`config.mk`:
```
export PLATFORM = sky130hd
export DESIGN_NAME = uart_tx_serializer_flat
export DESIGN_NICKNAME = d
export VERILOG_FILES = /design/src/rtl/uart_pkg.sv /design/src/rtl/uart_tx_serializer_if.sv /design/src/rtl/uart_baud_gen.sv /design/src/rtl/uart_tx_serializer.sv /design/src/flat_wrapper.sv
export SDC_FILE = /design/constraint.sdc
export NUM_CORES = 1
export LEC_CHECK = 0
export CORE_MARGIN = 5
export CORE_UTILIZATION = 53
export DETAILED_ROUTE_END_ITERATION = 8
export GPL_ROUTABILITY_DRIVEN = 0
export PLACE_DENSITY = 0.76
export SLEW_MARGIN = 20
export SYNTH_ARGS = -nofsm -noshare
export SYNTH_HDL_FRONTEND = slang
export SYNTH_SLANG_ARGS = --single-unit
```
`constraint.sdc`:
```
create_clock -name clk -period 2.2 [get_ports clk]
set_input_delay 0.22 -clock clk [delete_from_list [all_inputs] [get_ports clk]]
set_output_delay 0.22 -clock clk [all_outputs]
set_load 0.005 [all_outputs]
```
`src/rtl/uart_pkg.sv`:
```
// uart_pkg: shared types and constants for the lab UART transmit/receive blocks
package uart_pkg;
    typedef enum logic [1:0] {IDLE, START, DATA, STOP} tx_state_t;
    localparam int CLKS_PER_BIT_DEFAULT = 25;
    localparam int DATA_BITS_DEFAULT    = 8;
    localparam int FRAME_BITS           = DATA_BITS_DEFAULT + 2;
endpackage

```
`src/rtl/uart_tx_serializer_if.sv`:
```
// uart_tx_serializer_if: byte valid/ready handshake between a byte source and the serializer
interface uart_tx_serializer_if #(parameter int DATA_BITS = 8);
    logic                 tx_valid;
    logic [DATA_BITS-1:0] tx_data;
    logic                 tx_ready;
    modport master (output tx_valid, tx_data, input tx_ready);
    modport slave  (input tx_valid, tx_data, output tx_ready);
endinterface

```
`src/rtl/uart_baud_gen.sv`:
```
// uart_baud_gen: bit-period counter that runs while enabled and ticks on the last clock of each bit
module uart_baud_gen #(
    parameter  int CLKS_PER_BIT = 25,
    localparam int CNT_W        = $clog2(CLKS_PER_BIT)
) (
    input  logic             clk,
    input  logic             rst_n,
    input  logic             en_i,
    output logic             bit_tick_o,
    output logic [CNT_W-1:0] count_o
);
    logic [CNT_W-1:0] count_q, count_d;

    assign bit_tick_o = count_q == CNT_W'(CLKS_PER_BIT - 1);
    assign count_o    = count_q;

    // wrap at each bit boundary, hold cleared while disabled
    always_comb count_d = (!en_i || bit_tick_o) ? '0 : count_q + 1'b1;

    // counter register
    always_ff @(posedge clk or negedge rst_n)
        if (!rst_n) count_q <= '0;
        else        count_q <= count_d;
endmodule

```
`src/rtl/uart_tx_serializer.sv`:
```
// uart_tx_serializer: accepts a byte per handshake and shifts it out as an 8N1 frame
module uart_tx_serializer
    import uart_pkg::*;
#(
    parameter int CLKS_PER_BIT = CLKS_PER_BIT_DEFAULT,
    parameter int DATA_BITS    = DATA_BITS_DEFAULT
) (
    input  logic                   clk,
    input  logic                   rst_n,
    uart_tx_serializer_if.slave    bus,
    output logic                   tx_o,
    output logic                   busy_o,
    output logic                   tx_done_o
);
    localparam int CNT_W = $clog2(CLKS_PER_BIT);
    localparam int IDX_W = $clog2(DATA_BITS);

    tx_state_t            state_q;
    logic [DATA_BITS-1:0] shift_q;
    logic [IDX_W-1:0]     idx_q;
    logic                 tx_q, busy_q, done_q;
    logic                 bit_tick;
    logic [CNT_W-1:0]     count;

    uart_baud_gen #(.CLKS_PER_BIT(CLKS_PER_BIT)) u_baud (
        .clk        (clk),
        .rst_n      (rst_n),
        .en_i       (state_q != IDLE),
        .bit_tick_o (bit_tick),
        .count_o    (count)
    );

    assign bus.tx_ready = state_q == IDLE;
    assign tx_o         = tx_q;
    assign busy_o       = busy_q;
    assign tx_done_o    = done_q;

    // frame sequencer; tx is loaded one edge ahead so the line only ever comes from a flop
    always_ff @(posedge clk or negedge rst_n) begin
        if (!rst_n) begin
            state_q <= IDLE;
            shift_q <= '0;
            idx_q   <= '0;
            tx_q    <= 1'b1;
            busy_q  <= 1'b0;
            done_q  <= 1'b0;
        end else begin
            case (state_q)
                IDLE: if (bus.tx_valid) begin
                    state_q <= START;
                    shift_q <= bus.tx_data;
                    idx_q   <= '0;
                    tx_q    <= 1'b0;
                    busy_q  <= 1'b1;
                end
                START: if (bit_tick) begin
                    state_q <= DATA;
                    tx_q    <= shift_q[0];
                end
                DATA: if (bit_tick) begin
                    if (idx_q == IDX_W'(DATA_BITS - 1)) begin
                        state_q <= STOP;
                        tx_q    <= 1'b1;
                    end else begin
                        shift_q <= shift_q >> 1;
                        idx_q   <= idx_q + 1'b1;
                        tx_q    <= shift_q[1];
                    end
                end
                STOP: begin
                    done_q <= count == CNT_W'(CLKS_PER_BIT - 2);
                    if (bit_tick) begin
                        state_q <= IDLE;
                        busy_q  <= 1'b0;
                    end
                end
                default: state_q <= IDLE;
            endcase
        end
    end
endmodule

```
`src/flat_wrapper.sv`:
```
// flat-port wrapper written by rule: the top's interface ports become plain ports
module uart_tx_serializer_flat import uart_pkg::*;
#(
    parameter int CLKS_PER_BIT = CLKS_PER_BIT_DEFAULT,
    parameter int DATA_BITS    = DATA_BITS_DEFAULT
)
  (clk, rst_n, tx_o, busy_o, tx_done_o, bus_tx_valid, bus_tx_data, bus_tx_ready);
  uart_tx_serializer_if #(.DATA_BITS(DATA_BITS)) bus_i ();
  input  logic clk;
  input  logic rst_n;
  output logic tx_o;
  output logic busy_o;
  output logic tx_done_o;
  input wire logic [$bits(bus_i.tx_valid)-1:0] bus_tx_valid;
  input wire logic [$bits(bus_i.tx_data)-1:0] bus_tx_data;
  output wire logic [$bits(bus_i.tx_ready)-1:0] bus_tx_ready;
  assign bus_i.tx_valid = bus_tx_valid;
  assign bus_i.tx_data = bus_tx_data;
  assign bus_tx_ready = bus_i.tx_ready;
  uart_tx_serializer #(.CLKS_PER_BIT(CLKS_PER_BIT), .DATA_BITS(DATA_BITS)) u_core (.clk(clk), .rst_n(rst_n), .bus(bus_i), .tx_o(tx_o), .busy_o(busy_o), .tx_done_o(tx_done_o));
endmodule
```
# ---- Word level (Yosys, flattened, before mapping)
# Cells that the tools add are included.
dict set report totals {
  out_inout_bits 4
  register_bits 21
}
dict set report op_classes {
  n_reduce_logical 11
  addsub 2
  eq_ne 12
  mux 23
}
# op n
set op_table {}
lappend op_table {{$mux 8} 3}
lappend op_table {{$pmux 8 s2} 1}
lappend op_table {{$eq 5x5->1 const B} 2}
lappend op_table {{$mux 2} 5}
lappend op_table {{$ne 2x2->1 const B} 5}
lappend op_table {{$mux 3} 3}
lappend op_table {{$pmux 2 s4} 1}
lappend op_table {{$reduce_and 4->1} 2}
lappend op_table {{$mux 1} 6}
lappend op_table {{$pmux 3 s2} 1}
lappend op_table {{$reduce_bool 2->1} 3}
lappend op_table {{$add 5x1->5 const B} 1}
lappend op_table {{$mux 5} 1}
lappend op_table {{$reduce_and 5->1} 1}
lappend op_table {{$eq 2x2->1 const B} 2}
lappend op_table {{$add 3x1->3 const B} 1}
lappend op_table {{$eq 3x3->1 const B} 1}
lappend op_table {{$pmux 1 s3} 1}
lappend op_table {{$reduce_and 3->1} 1}
lappend op_table {{$reduce_bool 3->1} 1}
lappend op_table {{$eq 2x1->1 const B} 1}
lappend op_table {{$logic_not 2->1} 1}
lappend op_table {{$ne 2x1->1 const B} 1}
lappend op_table {{$pmux 1 s2} 1}
lappend op_table {{other kinds (2)} 2}

# ---- Longest topological paths before layout
# Gate-level depths: netlist (run 1).
dict set report depth {
  ltp_word 4
  depth_mapped 7
}

# ---- Modules after synthesis
# A second synthesis (run 1) with hierarchy kept.
dict set report unflattened {
  cells_unflattened 100
  area_unflattened_um2 1234.9
}
# mod n_inst area_each_um2 cells_per_inst
set modules_own_cells {}
lappend modules_own_cells {uart_tx_serializer 1 935.9 77}
lappend modules_own_cells {uart_baud_gen 1 299.0 23}

# ---- Worst setup path before layout (run 1)
# No wires, ideal clock.
dict set report synth_timing {
  kind {register to register}
  from {register u_core.state_q[0]}
  to {register u_core.tx_q, in the netlist u_core.tx_o}
  stages_incl_launch_ff 7
  arrival_time_ns 1.581
  slack_ns 0.534
  path_cell_list {dfrtp_1 inv_1 ha_1 or2_2 nor2b_1 nor3_1 mux2_1}
}
dict set report synth_between {
  elab_chain_cells 3
  word_cells_on_any_way 9
  classes_between {5 x eq/ne; 1 x mux; 3 x reduce/logical}
}
# element line_no
set synth_rtl {}
lappend synth_rtl {{from (decl)} uart_tx_serializer.sv:18} ;# tx_state_t state_q;
lappend synth_rtl {{from (signal assigned)} uart_tx_serializer.sv:41} ;# state_q <= IDLE;
lappend synth_rtl {{from (signal assigned)} uart_tx_serializer.sv:50} ;# state_q <= START;
lappend synth_rtl {{from (signal assigned)} uart_tx_serializer.sv:57} ;# state_q <= DATA;
lappend synth_rtl {{$eq 2x2->1, or another cell as far along} uart_tx_serializer.sv:48} ;# case (state_q)
lappend synth_rtl {{$ne 2x2->1 (no line) / $reduce_bool 3->1 (equally long branches)} -}
lappend synth_rtl {{$reduce_and 4->1 (no line)} -}
lappend synth_rtl {{to (signal assigned)} uart_tx_serializer.sv:58} ;# tx_q <= shift_q[0];
lappend synth_rtl {{to (signal assigned)} uart_tx_serializer.sv:67} ;# tx_q <= shift_q[1];
lappend synth_rtl {{to (decl)} uart_tx_serializer.sv:21} ;# logic tx_q, busy_q, done_q;
# Several ways; a longest one is shown, not always the timed one.
# A chain may end at the register's enable or synchronous reset.

# ---- Worst setup path in the final report (run 1)
dict set report layout_timing {
  from {register u_core.state_q[0]}
  to {output port bus_tx_ready}
}
dict set report layout_between {
  elab_chain_cells 1
}
# element line_no
set layout_rtl {}
lappend layout_rtl {{$logic_not 2->1} uart_tx_serializer.sv:33} ;# assign bus.tx_ready = state_q == IDLE;
lappend layout_rtl {{to (decl)} flat_wrapper.sv:16} ;# output wire logic [$bits(bus_i.tx_ready)-1:0] bus_tx_ready;
# No other way between the ends.

==> out/metrics.cfg, run 1 <==
[clocking]
tritoncts.num_buffers=3
clockRootBuffer=sky130_fd_sc_hd__clkbuf_4
worst_skew_pair.late_latency_ns=0.29
clk_pin_slew_ns=0.11
post_cts_hold_buffer_count=0
tritoncts=done
postCtsResizedCells=0
cts_num_sinks=21
cts.repair_timing.setup_buffer_count=0
htreeDepth=1
cts_max_path_buffers=2

[timing]
timing.setup.tns_ns=0
post-route-period-util_pct=87.8
finalHoldViolCount=0
setup_violations=0
worst_setup_slack_final_ns=0.268
max_clock_freq_ghz=0.518
rsz_0062_raised_after_global_routing=no
timing_worst_slew_pin_value_ns=0.408
drv_slew=0
timing.final.crit_period_ns=1.93
timing.clock.skew_ns=0.00427
relSlewSlack_pct=72.8

[power]
p_seq_share_pct=64.8
clock_power_share_pct=30.5
proportion_of_power_drawn_by_combinational_gates_pct=4.8
cell_internal_pwr_mw=0.474
leakagePower_nw=0.664
pwr_density_cell_nw_per_um2=435
p_switching_mw=0.122
switching_share_pct=20.4
worst_vdd_ir_uv=335

[drt]
detailedRoute.firstPassIterationCount=4
drt.antenna.violating_nets=0
drt_iter0_drc=21
routed-via-count=760
routed_via_density=5.00
detail_route.drc_violations=0
postRouteWirelength_um=1950
wire_per_inst_um=12.8

[finish]
nNetsFinal=146
final-seq-area_um2=527
n_fill_cell=196
layout-drive-gt1-share_pct=13.7
layout-area-overhead-vs-synth_pct=17.1
antennaDiodeCount=0
multiInputGateArea_um2=606

[logic_synthesis]
yosysSeqAreaShare_pct=45.0
synth.avg_cell_area_um2=11.0
synth_commonest_cells=sky130_fd_sc_hd__dfrtp_1, sky130_fd_sc_hd__nand2_1, sky130_fd_sc_hd__ha_1
yosys-top-cells-area=sky130_fd_sc_hd__dfrtp_1, sky130_fd_sc_hd__ha_1, sky130_fd_sc_hd__mux2i_1
synthesis.instances=106
synthDistinctLibCells=33
synth_flop_cell=sky130_fd_sc_hd__dfrtp_1
synthesis.area_um2=1170
share_of_the_synthesized_area_in_the_top_cell_type_pct=42.7
ys_seq_elements=21
synthDominantAreaCellType=sky130_fd_sc_hd__dfrtp_1
synth.most_common_cell=sky130_fd_sc_hd__dfrtp_1
post_synth_edffs=0
async_reset_ff_share_pct=100
synth_warnings=0
synth_fp_nets=127

[placed_design]
port-buffer-count=14
post-place-ws_ns=0.378
hpwlAfterDp_um=1520

[global_route]
grt_usage_pct=14.4
wire_length_of_the_first_global_routing_pass_um=3710
grt_start_max_net_pins=22
antenna_found_initial=0
overflow=0
vias_in_the_first_global_route=796

[floorplanning]
floorplan.die_area_um2=3250
die-height_um=57.0
floorplan.initialDensity_pct=54.0
core_area_um2=2170
floorplan.die.width_um=57.0
fp-row-count=17
io-pin-count=15

[setup_path]
crit_type=flop to output pin
worst-path-max-fanout=7
cp.arrival_ns=1.71
required_time_of_the_worst_setup_path_ns=1.98
critical_path.endpoint_type=output pin
startpoint_type=flop

[worst_hold_path]
timing.hold.worst.class=primary input to async pin

[job]
cap_viol_max_count=0

[run_status]
run_status=finished clean

## state kept, by name, indices dropped and copies added (netlist names)
signal / count
u_core.tx_done_o: 1
u_core.shift_q: 8
u_core.tx_o: 1
u_core.idx_q: 3
u_core.u_baud.count_o: 5
u_core.busy_o: 1
u_core.state_q: 2
## area by class of cell
type	count	area share [%]
Clock buffer	4	1.92
Inverter	6	1.64
Sequential cell	21	38.4
Tap cell	28	2.55
Timing Repair Buffer	16	11.3
Multi-Input combinational cell	77	44.2
## power groups by stage
stage                     Clock, mW  Sequential (mW)  Combinational (mW)
after floorplan                   0            0.393             0.00152
after global routing          0.217            0.386              0.0320
after detailed placement          0            0.393              0.0295
after global placement            0            0.393              0.0289
final                         0.182            0.386              0.0286
after CTS                     0.192            0.386              0.0296
## final timing paths
path / from / slack (ns) / depth (start not counted) / endpoint
min reg2reg: u_core.u_baud.count_o[0] / 0.49 / 1 / u_core.u_baud.count_o[0]
max in group asynchronous: rst_n / 1.69 / 2 / u_core.tx_o
min in group clk: bus_tx_data[7] / 0.48 / 3 / u_core.shift_q[7]
max reg2reg: u_core.state_q[0] / 0.36 / 6 / u_core.tx_o
max: u_core.state_q[0] / 0.27 / 3 / bus_tx_ready
min: rst_n / 0.25 / 2 / u_core.tx_done_o
## cell families (layout without fill, tap and decap cells)
kind of cell	Yosys count	after routing	synth area share, %
flops	21	21	45.0
buf+inv	8	26	3.31
simple gates	35	35	16.3
fa+ha+maj	10	10	10.7
mux	13	13	11.9
xor+xnor	3	3	2.24
compound gates	16	16	10.6
## routing by layer
layer / wire length, µm / part of all wire, % / GRT usage [%] / vias up
met3: 55 / 2.8 / 3.17 / 2
met4: 12 / 0.62 / 3.64 / 0
li1: - / - / - / 394
met1: 899 / 46 / 19.5 / 354
met5: 0 / 0 / 0 / -
met2: 978 / 50 / 23.5 / 10
## layout by cell type, fill, tap and decap left out, drive strengths merged, types with 4 or more instances in the layout
cell,netlist,layout
dfrtp,20,20
clkdlybuf4s50,0,14
nand2,14,14
o21ai,11,11
ha,10,10
mux2i,9,9
inv,6,6
nor2,6,6
clkbuf,0,4
mux2,4,4
## worst max-delay path, cell delays in order, from the launching register on
cell and delay (ns):
sky130_fd_sc_hd__dfrtp_1 0.44, sky130_fd_sc_hd__inv_1 0.14, sky130_fd_sc_hd__ha_1 0.29, sky130_fd_sc_hd__clkdlybuf4s50_1 0.55
## stage by stage
stage               power (mW)  area (µm²)  utilization (%)  hold slack [ns]  std cells
global placement         0.422        1350             62.0            0.467        148
CTS                      0.608        1370             63.2            0.244        152
floorplan                0.395        1170                -          -0.0756        106
detailed placement       0.423        1350             62.0            0.476        148
finish                   0.596        1370             63.2            0.247        152
global route             0.635        1370             63.2            0.249        152
No activity file was read; power rests on OpenSTA's default activity.
==> run 2, diff against run 1 <==
--- a/config.mk
+++ b/config.mk
@@ -8,8 +8,8 @@
 export CORE_MARGIN = 5
 export CORE_UTILIZATION = 53
 export DETAILED_ROUTE_END_ITERATION = 8
-export GPL_ROUTABILITY_DRIVEN = 0
-export PLACE_DENSITY = 0.76
+export HOLD_SLACK_MARGIN = 0.03
+export PLACE_DENSITY = 0.79
 export SLEW_MARGIN = 20
 export SYNTH_ARGS = -nofsm -noshare
 export SYNTH_HDL_FRONTEND = slang
==> out/metrics.cfg, run 2 (same netlist as run 1, synthesis figures left out) <==
[floorplanning]
floorplan.die_area_um2=3250  ; unchanged
io-pin-count=15  ; unchanged
die-height_um=57.0  ; unchanged
core_area_um2=2170  ; unchanged
fp-row-count=17  ; unchanged
floorplan.die.width_um=57.0  ; unchanged
floorplan.initialDensity_pct=54.0  ; unchanged

[timing]
timing.setup.tns_ns=0  ; unchanged
timing_worst_slew_pin_value_ns=0.426  ; +0.0180 ns
setup_violations=0  ; unchanged
max_clock_freq_ghz=0.518  ; +0.11%
drv_slew=0  ; unchanged
timing.clock.skew_ns=0.00522  ; +0.000946 ns
post-route-period-util_pct=87.7  ; -0.097 points
relSlewSlack_pct=71.6  ; -1.2 points
fin_worst_hold_slack_ns=0.244  ; -0.00322 ns
finalHoldViolCount=0  ; unchanged
worst_setup_slack_final_ns=0.271  ; +0.00213 ns
rsz_0062_raised_after_global_routing=no
timing.final.crit_period_ns=1.93  ; -0.00213 ns

[placed_design]
place.gp.congestion=0.797
dp_cells=148  ; unchanged
post-place-ws_ns=0.381  ; +0.00332 ns
hpwlAfterDp_um=1590  ; +4.8%
placement.cell_area_um2=1350  ; unchanged
port-buffer-count=14  ; unchanged

[finish]
largest_reg_flops=8  ; unchanged
instances_no_fill=152  ; unchanged
antennaDiodeCount=0  ; unchanged
nNetsFinal=146  ; unchanged
layout-drive-gt1-share_pct=14.5  ; +0.81 points
layout-area-overhead-vs-synth_pct=17.2  ; about the same
final_core_utilization_pct=63.3  ; about the same
regMostFlops=u_core.shift_q
postLayoutCellArea_um2=1370  ; about the same
commonest_non_fill_non_tap_cell_in_the_layout=sky130_fd_sc_hd__dfrtp_1
final_cell_mix=sky130_fd_sc_hd__dfrtp_1, sky130_fd_sc_hd__clkdlybuf4s50_1, sky130_fd_sc_hd__nand2_1, sky130_fd_sc_hd__ha_1

[setup_path]
worstReg2RegStart=u_core.state_q[0]
required_time_of_the_worst_setup_path_ns=1.98  ; about the same
reg2reg_slack_ns=0.37  ; about the same
startpoint_type=flop
critical_path.endpoint_type=output pin
crit_type=flop to output pin
cp.arrival_ns=1.71  ; about the same
worstSetupStartpoint=u_core.state_q[0]
worst-path-max-fanout=7  ; unchanged

[clocking]
post_cts_hold_buffer_count=0  ; unchanged
cts_max_path_buffers=2  ; unchanged
htreeDepth=1  ; unchanged
cts_num_sinks=21  ; unchanged
clockRootBuffer=sky130_fd_sc_hd__clkbuf_4
tritoncts=done
cts.repair_timing.setup_buffer_count=0  ; unchanged
tritoncts.num_buffers=3  ; unchanged
worst_skew_pair.late_latency_ns=0.30  ; about the same
postCtsResizedCells=0  ; unchanged
clk_pin_slew_ns=0.12  ; about the same

[drt]
detail_route.drc_violations=0  ; unchanged
drt_iter0_drc=24  ; +14%
routed_via_density=5.10  ; +2.0%
postRouteWirelength_um=2030  ; +4.5%
routed-via-count=775  ; +2.0%
wire_per_inst_um=13.4  ; +4.5%
detailedRoute.firstPassIterationCount=4  ; unchanged
drt.antenna.violating_nets=0  ; unchanged

[global_route]
antenna_found_initial=0  ; unchanged
grt_start_max_net_pins=22  ; unchanged
grt_usage_pct=14.1  ; -0.34 points
overflow=0  ; unchanged
vias_in_the_first_global_route=803  ; +0.88%
wire_length_of_the_first_global_routing_pass_um=3580  ; -3.3%

[power]
leakagePower_nw=0.666  ; +0.41%
pwr_density_cell_nw_per_um2=439  ; +1.1%
worst_vdd_ir_uv=311  ; -7.0%
total_power_of_the_final_layout_mw=0.603  ; +1.2%

[job]
cap_viol_max_count=0  ; unchanged

[run_status]
run_status=finished clean

[worst_hold_path]
timing.hold.worst.class=primary input to async pin

==> run 2: changes by cell type in the layout (fill, tap and decap cells not counted), sizes merged <==
cell	before	now
clkinv	0	1
clkbuf	4	3
==> run 2: cell type report <==
class	count	area [µm²]
Fill cell	186	797
Multi-Input combinational cell	77	606
Tap cell	28	35.0
Clock buffer	3	22.5
Timing Repair Buffer	16	155
Sequential cell	21	527
Inverter	6	22.5
Clock inverter	1	5.00
==> run 2: report_power, final <==
group	internal (mW)	leakage, nW	switching, mW	total (mW)
clock network	0.0677	0.0177	0.121	0.188
logic	0.0178	0.373	0.0108	0.0285
registers	0.386	0.276	0	0.386
total	0.471	0.666	0.132	0.603
==> run 2: layer usage <==
| metal | part of all wire [%] | track usage, % | vias to the layer above |
|---|---|---|---|
| met3 | 2.8 | 2.49 | 2 |
| met1 | 44 | 17.3 | 370 |
| met4 | 0.59 | 5.63 | 0 |
| li1 | - | - | 394 |
| met5 | 0 | 0 | - |
| met2 | 52 | 24.3 | 9 |
==> run 2: critical path: stages (launching register included) <==
cell	delay, ns
sky130_fd_sc_hd__dfrtp_1	0.44
sky130_fd_sc_hd__inv_1	0.14
sky130_fd_sc_hd__ha_1	0.29
sky130_fd_sc_hd__clkdlybuf4s50_1	0.54
==> run 2: worst paths after layout <==
check,to,cells past startpoint
setup / recovery,bus_tx_ready,3
min in group clk,u_core.shift_q[7],3
hold reg to reg,u_core.u_baud.count_o[0],1
setup reg to reg,u_core.tx_o,6
max in group asynchronous,u_core.tx_o,2
hold / removal,u_core.u_baud.count_o[0],2
==> run 3, diff against run 2 <==
--- a/config.mk
+++ b/config.mk
@@ -9,7 +9,7 @@
 export CORE_UTILIZATION = 53
 export DETAILED_ROUTE_END_ITERATION = 8
 export HOLD_SLACK_MARGIN = 0.03
-export PLACE_DENSITY = 0.79
+export PLACE_DENSITY = 0.78
 export SLEW_MARGIN = 20
 export SYNTH_ARGS = -nofsm -noshare
 export SYNTH_HDL_FRONTEND = slang
==> out/metrics.cfg, run 3 (same netlist as run 1, synthesis figures left out) <==
[floorplanning]
io-pin-count=15  ; unchanged
floorplan.die_area_um2=3250  ; unchanged
floorplan.initialDensity_pct=54.0  ; unchanged
fp-row-count=17  ; unchanged
die-height_um=57.0  ; unchanged
core_area_um2=2170  ; unchanged
floorplan.die.width_um=57.0  ; unchanged

[global_route]
grt_start_max_net_pins=22  ; unchanged
wire_length_of_the_first_global_routing_pass_um=3600  ; +0.56%
vias_in_the_first_global_route=869  ; +8.2%
grt_usage_pct=14.4  ; +0.34 points
overflow=0  ; unchanged
antenna_found_initial=0  ; unchanged

[setup_path]
reg2reg_slack_ns=0.38  ; about the same
worst-path-max-fanout=7  ; unchanged
crit-reg2reg-capture=u_core.state_q[1]
startpoint_type=flop
worstReg2RegStart=u_core.state_q[0]
reg2reg_depth=5  ; -1
critical_path.endpoint_type=output pin
crit_type=flop to output pin
required_time_of_the_worst_setup_path_ns=1.98  ; about the same
cp.arrival_ns=1.72  ; about the same

[drt]
drt.antenna.violating_nets=0  ; unchanged
postRouteWirelength_um=2080  ; +2.0%
detail_route.drc_violations=0  ; unchanged
routed_via_density=5.07  ; -0.52%
wire_per_inst_um=13.7  ; +2.0%
routed-via-count=771  ; -0.52%
drt_iter0_drc=10  ; -58%
detailedRoute.firstPassIterationCount=4  ; unchanged

[clocking]
cts_max_path_buffers=2  ; unchanged
tritoncts.num_buffers=3  ; unchanged
postCtsResizedCells=0  ; unchanged
worst_skew_pair.late_latency_ns=0.30  ; about the same
tritoncts=done
htreeDepth=1  ; unchanged
clockRootBuffer=sky130_fd_sc_hd__clkbuf_4
post_cts_hold_buffer_count=0  ; unchanged
cts.repair_timing.setup_buffer_count=0  ; unchanged
cts_num_sinks=21  ; unchanged
clk_pin_slew_ns=0.12  ; about the same

[placed_design]
dp_cells=148  ; unchanged
post-place-ws_ns=0.400  ; +0.0188 ns
place.gp.congestion=0.775  ; -2.7%
port-buffer-count=14  ; unchanged
hpwlAfterDp_um=1630  ; +2.2%

[finish]
instances_no_fill=152  ; unchanged
final_core_utilization_pct=63.2  ; about the same
commonest_non_fill_non_tap_cell_in_the_layout=sky130_fd_sc_hd__dfrtp_1
nNetsFinal=146  ; unchanged
antennaDiodeCount=0  ; unchanged
final_cell_mix=sky130_fd_sc_hd__dfrtp_1, sky130_fd_sc_hd__clkdlybuf4s50_1, sky130_fd_sc_hd__nand2_1, sky130_fd_sc_hd__ha_1
layout-area-overhead-vs-synth_pct=17.1  ; about the same
regMostFlops=u_core.shift_q
largest_reg_flops=8  ; unchanged
layout-drive-gt1-share_pct=13.7  ; -0.81 points

[power]
pwr_density_cell_nw_per_um2=439  ; -0.11%
leakagePower_nw=0.664  ; -0.41%
worst_vdd_ir_uv=320  ; +2.7%

[timing]
finalHoldViolCount=0  ; unchanged
max_clock_freq_ghz=0.516  ; -0.48%
timing.clock.skew_ns=0.00499  ; -0.000228 ns
timing_worst_slew_pin_value_ns=0.399  ; -0.0267 ns
post-route-period-util_pct=88.1  ; +0.43 points
fin_worst_hold_slack_ns=0.241  ; -0.00268 ns
relSlewSlack_pct=73.4  ; +1.8 points
rsz_0062_raised_after_global_routing=no
setup_violations=0  ; unchanged
drv_slew=0  ; unchanged
worst_setup_slack_final_ns=0.261  ; -0.00938 ns
timing.final.crit_period_ns=1.94  ; +0.00938 ns
timing.setup.tns_ns=0  ; unchanged

[job]
cap_viol_max_count=0  ; unchanged

[worst_hold_path]
timing.hold.worst.class=primary input to async pin

[run_status]
run_status=finished clean

run 3: cell count changes in the layout (fill, tap and decap cells not counted), sizes merged:
cell	change
clkbuf	+1
clkinv	-1
run 3: worst max-delay path: stages (launching register included):
cell and delay, ns:
sky130_fd_sc_hd__dfrtp_1 0.44, sky130_fd_sc_hd__inv_1 0.14, sky130_fd_sc_hd__ha_1 0.29, sky130_fd_sc_hd__clkdlybuf4s50_1 0.55
run 3: worst max-delay path by stage:
stage                                 start                end  slack (ns)  cells after the start
final                     u_core.state_q[0]       bus_tx_ready        0.26                      3
after floorplan           u_core.state_q[0]        u_core.tx_o        0.53                      6
after global placement    u_core.state_q[0]  u_core.state_q[1]        0.47                      5
after detailed placement  u_core.state_q[0]  u_core.state_q[1]        0.40                      5
after global routing      u_core.state_q[1]       bus_tx_ready        0.18                      3
after CTS                 u_core.state_q[0]       bus_tx_ready        0.25                      3
run 3: stage by stage:
stage                     power (mW)  cell area (µm²)
after floorplan                0.395             1170
after global placement         0.422             1350
after detailed placement       0.423             1350
after CTS                      0.612             1370
after global routing           0.633             1370
final                          0.602             1370
run 3: layer usage:
layer  global-route usage (%)  share of wire [%]  vias up
met5                        0                  0        -
met4                     6.95                1.4        0
met2                     25.0                 50       16
li1                         -                  -      396
met1                     17.0                 45      355
met3                     2.94                3.4        4
run 3: final cells by class:
class | instances | area [µm²]
clock buffers | 4 | 26.3
repair buffers | 16 | 155
fillers | 189 | 798
flip-flops and latches | 21 | 527
inverters | 6 | 22.5
well taps | 28 | 35.0
multi-input cells | 77 | 606
run 3: where the power goes:
group	internal [mW]	switching (mW)	total [mW]
clock network	0.0707	0.116	0.187
logic	0.0178	0.0110	0.0288
registers	0.386	0	0.386
total	0.474	0.127	0.602
